File: src/rtl/vt_deletion_corrector.sv
// ============================================================================
// Module   : vt_deletion_corrector
// Brief    : Serial single-deletion corrector for q-ary shifted-VT codewords.
// Revision : 1.0
// ============================================================================
`default_nettype none

module vt_deletion_corrector #(
    parameter  int N     = 98,
    parameter  int SYM_W = 2,
    localparam int Q     = 1 << SYM_W,
    localparam int IW    = $clog2(N),
    localparam int DW    = $clog2(2 * Q * N) + 1
) (
    input  logic                     clk,
    input  logic                     rst,
    input  logic                     start,
    input  logic [(N-1)*SYM_W-1:0]   word_in,
    input  logic [DW-1:0]            delta_in,
    input  logic [SYM_W:0]           gamma_in,
    output logic                     busy,
    output logic                     done,
    output logic                     err,
    output logic [IW-1:0]            missing_index,
    output logic [SYM_W-1:0]         missing_digit,
    output logic [N*SYM_W-1:0]       word_out
);

    typedef enum logic [2:0] {
        S_IDLE, S_SUM, S_DECIDE, S_SCAN_F, S_SCAN_B, S_INSERT, S_DONE
    } state_t;

    localparam logic [IW-1:0] c_last_rx = IW'(N - 2);
    localparam logic [IW-1:0] c_last_cw = IW'(N - 1);
    localparam logic [DW-1:0] c_nm1     = DW'(N - 1);
    localparam logic [DW-1:0] c_q       = DW'(Q);

    state_t                   r_state, w_next;
    logic [(N-1)*SYM_W-1:0]   r_word;
    logic [DW-1:0]            r_delta, r_sum, r_acc, r_p;
    logic [SYM_W-1:0]         r_gamma;
    logic [IW-1:0]            r_j, r_idx;
    logic                     r_err;
    logic [N*SYM_W-1:0]       r_xword;

    logic [SYM_W-1:0]         w_y_j, w_y_jm1, w_y_jm2, w_d_j, w_d_jm1, w_gdiff;
    logic [DW-1:0]            w_acc_nxt, w_qoff, w_deltaj;
    logic                     w_go_f, w_go_b, w_hit_f, w_hit_b;
    logic [N*SYM_W-1:0]       w_ins;

    // Neighbouring symbols around the scan pointer; positions below 0 read as 0.
    assign w_y_j    = r_word[r_j*SYM_W +: SYM_W];
    assign w_y_jm1  = (r_j == '0) ? '0 : r_word[(r_j - IW'(1))*SYM_W +: SYM_W];
    assign w_y_jm2  = (r_j < IW'(2)) ? '0 : r_word[(r_j - IW'(2))*SYM_W +: SYM_W];
    assign w_d_j    = w_y_j - w_y_jm1;
    assign w_d_jm1  = w_y_jm1 - w_y_jm2;
    assign w_gdiff  = r_gamma - w_y_jm1;

    assign w_acc_nxt = r_acc + DW'(w_d_j);
    assign w_qoff    = (c_nm1 - DW'(r_j)) << SYM_W;
    assign w_deltaj  = DW'(w_gdiff) + r_p + w_qoff;

    assign w_go_f  = (r_delta < r_sum);
    assign w_go_b  = (r_delta >= r_sum + c_q);
    assign w_hit_f = (w_acc_nxt >= r_delta);
    assign w_hit_b = (w_deltaj == r_delta);

    genvar k;
    generate
        for (k = 0; k < N; k++) begin : g_ins
            if (k == 0) begin : g_first
                assign w_ins[0 +: SYM_W] = (r_idx == '0) ? r_gamma : r_word[0 +: SYM_W];
            end else if (k == N - 1) begin : g_last
                assign w_ins[k*SYM_W +: SYM_W] = (r_idx == c_last_cw) ? r_gamma
                                               : r_word[(k-1)*SYM_W +: SYM_W];
            end else begin : g_mid
                assign w_ins[k*SYM_W +: SYM_W] =
                    (IW'(k) < r_idx)  ? r_word[k*SYM_W +: SYM_W] :
                    (IW'(k) == r_idx) ? r_gamma :
                                        r_word[(k-1)*SYM_W +: SYM_W];
            end
        end
    endgenerate

    assign busy = (r_state != S_IDLE);

    always_ff @(posedge clk or posedge rst) begin
        if (rst) r_state <= S_IDLE;
        else     r_state <= w_next;
    end

    always_comb begin
        w_next = r_state;
        case (r_state)
            S_IDLE:   if (start) w_next = S_SUM;
            S_SUM:    if (r_j == c_last_rx) w_next = S_DECIDE;
            S_DECIDE: w_next = w_go_f ? S_SCAN_F : (w_go_b ? S_SCAN_B : S_INSERT);
            S_SCAN_F: if (w_hit_f) w_next = S_INSERT;
            S_SCAN_B: begin
                if (w_hit_b)          w_next = S_INSERT;
                else if (r_j == '0)   w_next = S_DONE;
            end
            S_INSERT: w_next = S_DONE;
            S_DONE:   w_next = S_IDLE;
            default:  w_next = S_IDLE;
        endcase
    end

    always_ff @(posedge clk or posedge rst) begin
        if (rst) begin
            r_word <= '0; r_delta <= '0; r_gamma <= '0; r_sum <= '0;
            r_acc  <= '0; r_p     <= '0; r_j     <= '0; r_idx <= '0;
            r_err  <= 1'b0; r_xword <= '0;
            done   <= 1'b0; err <= 1'b0; missing_index <= '0;
            missing_digit <= '0; word_out <= '0;
        end else begin
            done <= 1'b0;
            case (r_state)
                S_IDLE: if (start) begin
                    r_word  <= word_in;
                    r_delta <= delta_in;
                    // Class Q encodes digit 0; the mask keeps any class in-alphabet.
                    r_gamma <= gamma_in[SYM_W-1:0] & ~{SYM_W{gamma_in[SYM_W]}};
                    r_j     <= '0;
                    r_sum   <= '0;
                    r_err   <= 1'b0;
                end
                S_SUM: begin
                    r_sum <= r_sum + DW'(w_d_j);
                    if (r_j == c_last_rx) begin
                        r_p   <= r_sum;        // S - d[N-2], seed for the backward scan
                        r_j   <= '0;
                        r_acc <= '0;
                    end else begin
                        r_j <= r_j + IW'(1);
                    end
                end
                S_DECIDE: begin
                    if (w_go_b)       r_j   <= c_last_rx;
                    else if (!w_go_f) r_idx <= c_last_cw;
                end
                S_SCAN_F: begin
                    r_acc <= w_acc_nxt;
                    if (w_hit_f) r_idx <= r_j;
                    else         r_j   <= r_j + IW'(1);
                end
                S_SCAN_B: begin
                    if (w_hit_b) begin
                        r_idx <= r_j;
                    end else if (r_j == '0) begin
                        r_err <= 1'b1;
                    end else begin
                        r_p <= r_p - DW'(w_d_jm1);
                        r_j <= r_j - IW'(1);
                    end
                end
                S_INSERT: r_xword <= w_ins;
                S_DONE: begin
                    done          <= 1'b1;
                    err           <= r_err;
                    missing_index <= r_err ? '0 : r_idx;
                    missing_digit <= r_err ? '0 : r_gamma;
                    word_out      <= r_err ? '0 : r_xword;
                end
                default: ;
            endcase
        end
    end

endmodule

`default_nettype wire

File: config.mk
export PLATFORM = sky130hd
export DESIGN_NAME = vt_deletion_corrector
export DESIGN_NICKNAME = d
export VERILOG_FILES = /design/src/rtl/vt_deletion_corrector.sv
export SDC_FILE = /design/constraint.sdc
export NUM_CORES = 2
export LEC_CHECK = 0
export BUFFER_PORTS_ARGS = -buffer_cell sky130_fd_sc_hd__buf_4
export CORE_MARGIN = 5
export CORE_UTILIZATION = 25
export DETAILED_ROUTE_END_ITERATION = 7
export HOLD_SLACK_MARGIN = 0.06
export PLACE_DENSITY = 0.37
export SYNTH_ARGS = -nofsm -noshare
export SYNTH_HDL_FRONTEND = slang
export SYNTH_SLANG_ARGS = --single-unit
export TNS_END_PERCENT = 1
File: constraint.sdc
create_clock -name clk -period 50 [get_ports clk]
set_input_delay 10 -clock clk [delete_from_list [all_inputs] [get_ports clk]]
set_output_delay 10 -clock clk [all_outputs]
set_load 0.01 [all_outputs]
-- Word level (Yosys, flattened, before mapping)
Index checks and enable logic that the tools add are counted.
- output and inout port bits: 208
- register bits after elaboration: 661
- word-level logic and storage cells: 502
- bitwise gates (word level): 2
- add/sub/neg operators: 14
- muxes and demuxes: 232
- reductions and logical operators: 18
- shift-type cells: 3
- magnitude comparators: 100
- equality and inequality tests: 117
- operators with widths (cell ; number):
    2-bit two-way mux ; 197
    194-bit by 33-bit indexed part select with 2-bit output ; 2
    7-bit == test, first input constant ; 33
    7-bit < comparator, first input constant ; 33
    6-bit by 7-bit == test with 1-bit output, first input constant ; 32
    6-bit by 7-bit < comparator with 1-bit output, first input constant ; 32
    196-bit two-way mux ; 1
    194-bit by 9-bit indexed part select with 2-bit output ; 1
    5-bit by 7-bit == test with 1-bit output, first input constant ; 16
    5-bit by 7-bit < comparator with 1-bit output, first input constant ; 16
    7-bit two-way mux ; 11
    11-bit case mux with 2 select lines ; 3
    4-bit by 7-bit == test with 1-bit output, first input constant ; 8
    4-bit by 7-bit < comparator with 1-bit output, first input constant ; 8
    11-bit two-way mux ; 5
    7-bit case mux with 5 select lines ; 1
    3-bit by 7-bit == test with 1-bit output, first input constant ; 4
    3-bit by 7-bit < comparator with 1-bit output, first input constant ; 4
    11-bit by 2-bit adder with 11-bit output ; 2
    11-bit >= comparator ; 2
    2-bit inequality test, second input constant ; 11
    7-bit case mux with 3 select lines ; 1
    3-bit two-way mux ; 6
    3-bit case mux with 6 select lines ; 1
    35 further kinds ; 56

-- Logic depth before layout (Yosys ltp)
- word-level depth: 9
- mapped depth: 39

-- Least setup slack after synthesis
Ideal clock, no wire load.
- path type: input to register
- start: input start
- end: register r_j[3]
- setup slack: 38752 ps
- buffers on the path: 1
- stages on the path: 8
- arrival: 11127 ps
- data required time: 49879 ps
- cells stage by stage: nor3_1 > o21a_1 > nor2_1 > a211oi_1 > a31oi_1 > buf_2 > o21ai_0 > a22o_1
- word-level cells in the longest chain between the ends: 2
- ends and longest elaborated chain (what ; line ; source):
    start: declaration ; 17 ; input logic start,
    2-bit inequality test (no source line) ; - ;
    6-bit AND reduction (no source line) ; - ;
    end signal: assignment ; 135 ; r_j <= r_j + IW'(1);
    end signal: assignment ; 139 ; if (w_go_b) r_j <= c_last_rx;
    end signal: assignment ; 145 ; else r_j <= r_j + IW'(1);
    end: declaration ; 42 ; logic [IW-1:0] r_j, r_idx;
No other way between the ends.
A chain may end at the register's enable or synchronous reset.

==> results.yml <==
route:
  dr.pass1.iters: 5
  drt-initial-drc-count: 2667
  vias_per_cell: 4.968
  drc: 0
  routed-via-count: 33155
  wire_per_inst_um: 25.21
  ant_nets: 0
  wl_mm: 168.3
setup_path:
  crit_path_frequent_cell: "buf_4"
  cp_max_fo: 104
  end_kind: "async pin"
  critical_path_class: "input pin to async pin"
  path_cells: "buf_4 -> inv_8 -> buf_4 -> buf_4 -> buf_4 -> buf_4"
  cp_slowest_stage_delay_ps: 940
  cp.required_ps: 50650
  crit_arrival_ps: 14250
  setup.worst_path.start_class: "input pin"
  critPathSlowestCell: "buf_4"
layout:
  fillCellCount: 16126
  final_common_cell: "nand2_1"
  area_delta_synth_final_pct: 21.13
  drive_above_1_share_pct: 17.51
  ff_latch_area_um2: 16560
  nets: 4863
  final_cell_mix: "nand2_1, dfrtp_1, o21ai_0"
  multi_input_area_um2: 19740
  post-route-util_pct: 30.46
pwr:
  switching_share_pct: 22.83
  p_switching_mw: 0.2766
  internal_power_mw: 0.9350
  seqPwrFrac_pct: 44.2
  p_comb_share_pct: 2.5
  leakage_nw: 20.64
  clockPowerShare_pct: 53.3
  powerDensity_nw_per_um2: 26.56
  ir_worst_vdd_mv: 0.02316
clock_tree:
  cts_buffers: 86
  insertion_delay_ps: 730
  cts-root-buf: "clkbuf_16"
  clockBufferDepth: 3
  cts_resized: 0
  cts_max_level: 3
  clkSlewWorstSetupHoldPaths_ps: 50
  hold_buffers: 0
  cts_tree: "built"
  cts_sinks: 661
  postCtsSetupBuffers: 0
floorplanning:
  die_y_um: 398.1
  die_area_um2: 158500
  core_um2: 149800
  rows: 142
  chipWidth_um: 398.1
  io_pins: 419
  initial_utilization_pct: 25.14
timing:
  report.final.hold_viol_count: 0
  worst_pin_slew_ps: 1280
  slew_violations: 0
  slew_headroom_pct: 14.65
  finClkSkew_ps: 54.22
  fin_crit_ps: 13600
  setup_violations: 0
  timing.fmax_ghz: 0.07351
  post-route-period-util_pct: 27.21
  rsz0062_at_grt: "false"
  hold_slack_ps: 474.6
  setup_tns_ps: 0
grt:
  grt.total_usage_pct: 20.76
  grt-ovfl-total: 0
  antenna_found_initial: 5
  grt_max_degree: 221
  grt_pass1_vias: 32991
  grt_pass1_wl_mm: 242.2
logic_synthesis:
  yosys_warnings: 0
  ys_seq_area_share_pct: 43.92
  synth-edff-count: 0
  ys_ff_latch: 661
  syn-num-nets: 4597
  post_synth_inst_count: 4326
  synthFlopType: "dfrtp_1"
  netlist_area_um2: 37660
  avgSynthCellArea_um2: 8.705
  synth_area_leaders: "dfrtp_1, nand2_1, mux4_2, o21ai_0, nand2b_1"
  synth_top_area_cell: "dfrtp_1"
  async_flop_share_pct: 100.0
  synth.distinct_cells: 73
  yosys.area.top_type_share_pct: 43.92
placed_design:
  port-buffer-count: 418
  place_hpwl_mm: 122.4
  gp_congestion: 0.8694
hold_path:
  hold_path.class: "register to register"
job:
  maxCapViolCount: 0
outcome:
  status: "completed"
==> synthesized netlist by cell type, types with 7 or more instances <==
| master | n |
|---|---|
| nand2_1 | 1332 |
| dfrtp_1 | 661 |
| o21ai_0 | 617 |
| clkbuf_1 | 254 |
| nand2b_1 | 219 |
| nand3_1 | 156 |
| mux4_2 | 155 |
| nor2_1 | 136 |
| a21oi_1 | 130 |
| mux2i_1 | 69 |
| ha_1 | 56 |
| inv_1 | 56 |
| o211ai_1 | 55 |
| xnor2_1 | 41 |
| a22o_1 | 25 |
| and2_1 | 25 |
| a211oi_1 | 24 |
| nor2b_1 | 21 |
| a31oi_1 | 20 |
| a21o_1 | 19 |
| and3_1 | 18 |
| buf_2 | 17 |
| nor3_1 | 16 |
| xor2_1 | 16 |
| buf_1 | 15 |
| buf_4 | 13 |
| o22ai_1 | 11 |
| o31ai_1 | 11 |
| a311o_1 | 9 |
| o221ai_1 | 9 |
| a311oi_1 | 8 |
| nor4_1 | 8 |
| nand4_1 | 7 |
| o21a_1 | 7 |
| or2_2 | 7 |
==> metal layers <==
layer	share of wire (%)	track usage [%]	routed length [um]
met1	44	28.01	74240
met2	47	34.32	79800
met3	5.7	3.504	9570
met4	2.8	6.013	4644
met5	0.0089	0	15
==> path summary, 6_finish.rpt <==
path | from | endpoint | slack (ps) | cells after the start
worst max-delay path | rst | word_out[149] | 36400 | 6
worst min-delay path | word_out[32] | word_out[32] | 470 | 2
worst max register to register | r_j[0] | r_j[2] | 40210 | 28
worst min register to register | word_out[32] | word_out[32] | 470 | 2
max in group clk | r_state[0] | busy | 37780 | 3
min in group asynchronous | rst | missing_index[6] | 9440 | 2
==> logic make-up after synthesis <==
| group | Yosys count | share of synthesized area (%) |
|---|---|---|
| AOI/OAI and AO/OA | 989 | 14.99 |
| adders and majority gates | 60 | 2.073 |
| and+or+nand+nor | 1968 | 22.44 |
| muxes | 227 | 11.27 |
| xor gates and xnor gates | 57 | 1.326 |
| buffers and inverters | 364 | 3.973 |
| DFF | 661 | 43.92 |
==> power by group through the flow <==
stage          Clock, mW  Combinational [mW]  Sequential (mW)
6_report           0.646              0.0302            0.535
5_1_grt            0.687              0.0335            0.535
3_3_place_gp           0              0.0325            0.545
3_5_place_dp           0              0.0321            0.545
4_1_cts            0.667              0.0321            0.535
2_1_floorplan          0             0.00792            0.545
==> metrics by stage <==
stage | worst slack (ps) | cell area, um^2 | total power, mW | std cells
global placement | 35320 | 42690 | 0.5772 | 6520
finish | 36400 | 45620 | 1.212 | 6674
detailed placement | 35380 | 42690 | 0.5768 | 6520
floorplan | 21480 | 37660 | 0.5533 | 4326
CTS | 36140 | 45610 | 1.235 | 6670
global route | 35560 | 45610 | 1.255 | 6671
==> cell type report <==
class	count	share of cell area (%)
multi-input combinational	3301	43.26
sequential	661	36.31
clock buffer	127	5.768
tap	2016	5.530
timing repair buffer	484	7.993
clock inverter	23	0.6254
antenna	4	0.02194
inverter	58	0.4937
==> flip-flops by register name, summed over array words and instances (netlist names) <==
| signal | flops |
|---|---|
| done | 1 |
| err | 1 |
| missing_digit | 2 |
| missing_index | 7 |
| r_acc | 11 |
| r_delta | 11 |
| r_err | 1 |
| r_gamma | 2 |
| r_idx | 7 |
| r_j | 7 |
| r_p | 11 |
| r_state | 3 |
| r_sum | 11 |
| r_word | 194 |
| r_xword | 196 |
| word_out | 196 |
==> critical path, delay by kind of cell <==
family	cells	cell delay, ps
buffers and inverters	6	3980
No activity file was read; power rests on OpenSTA's default activity.
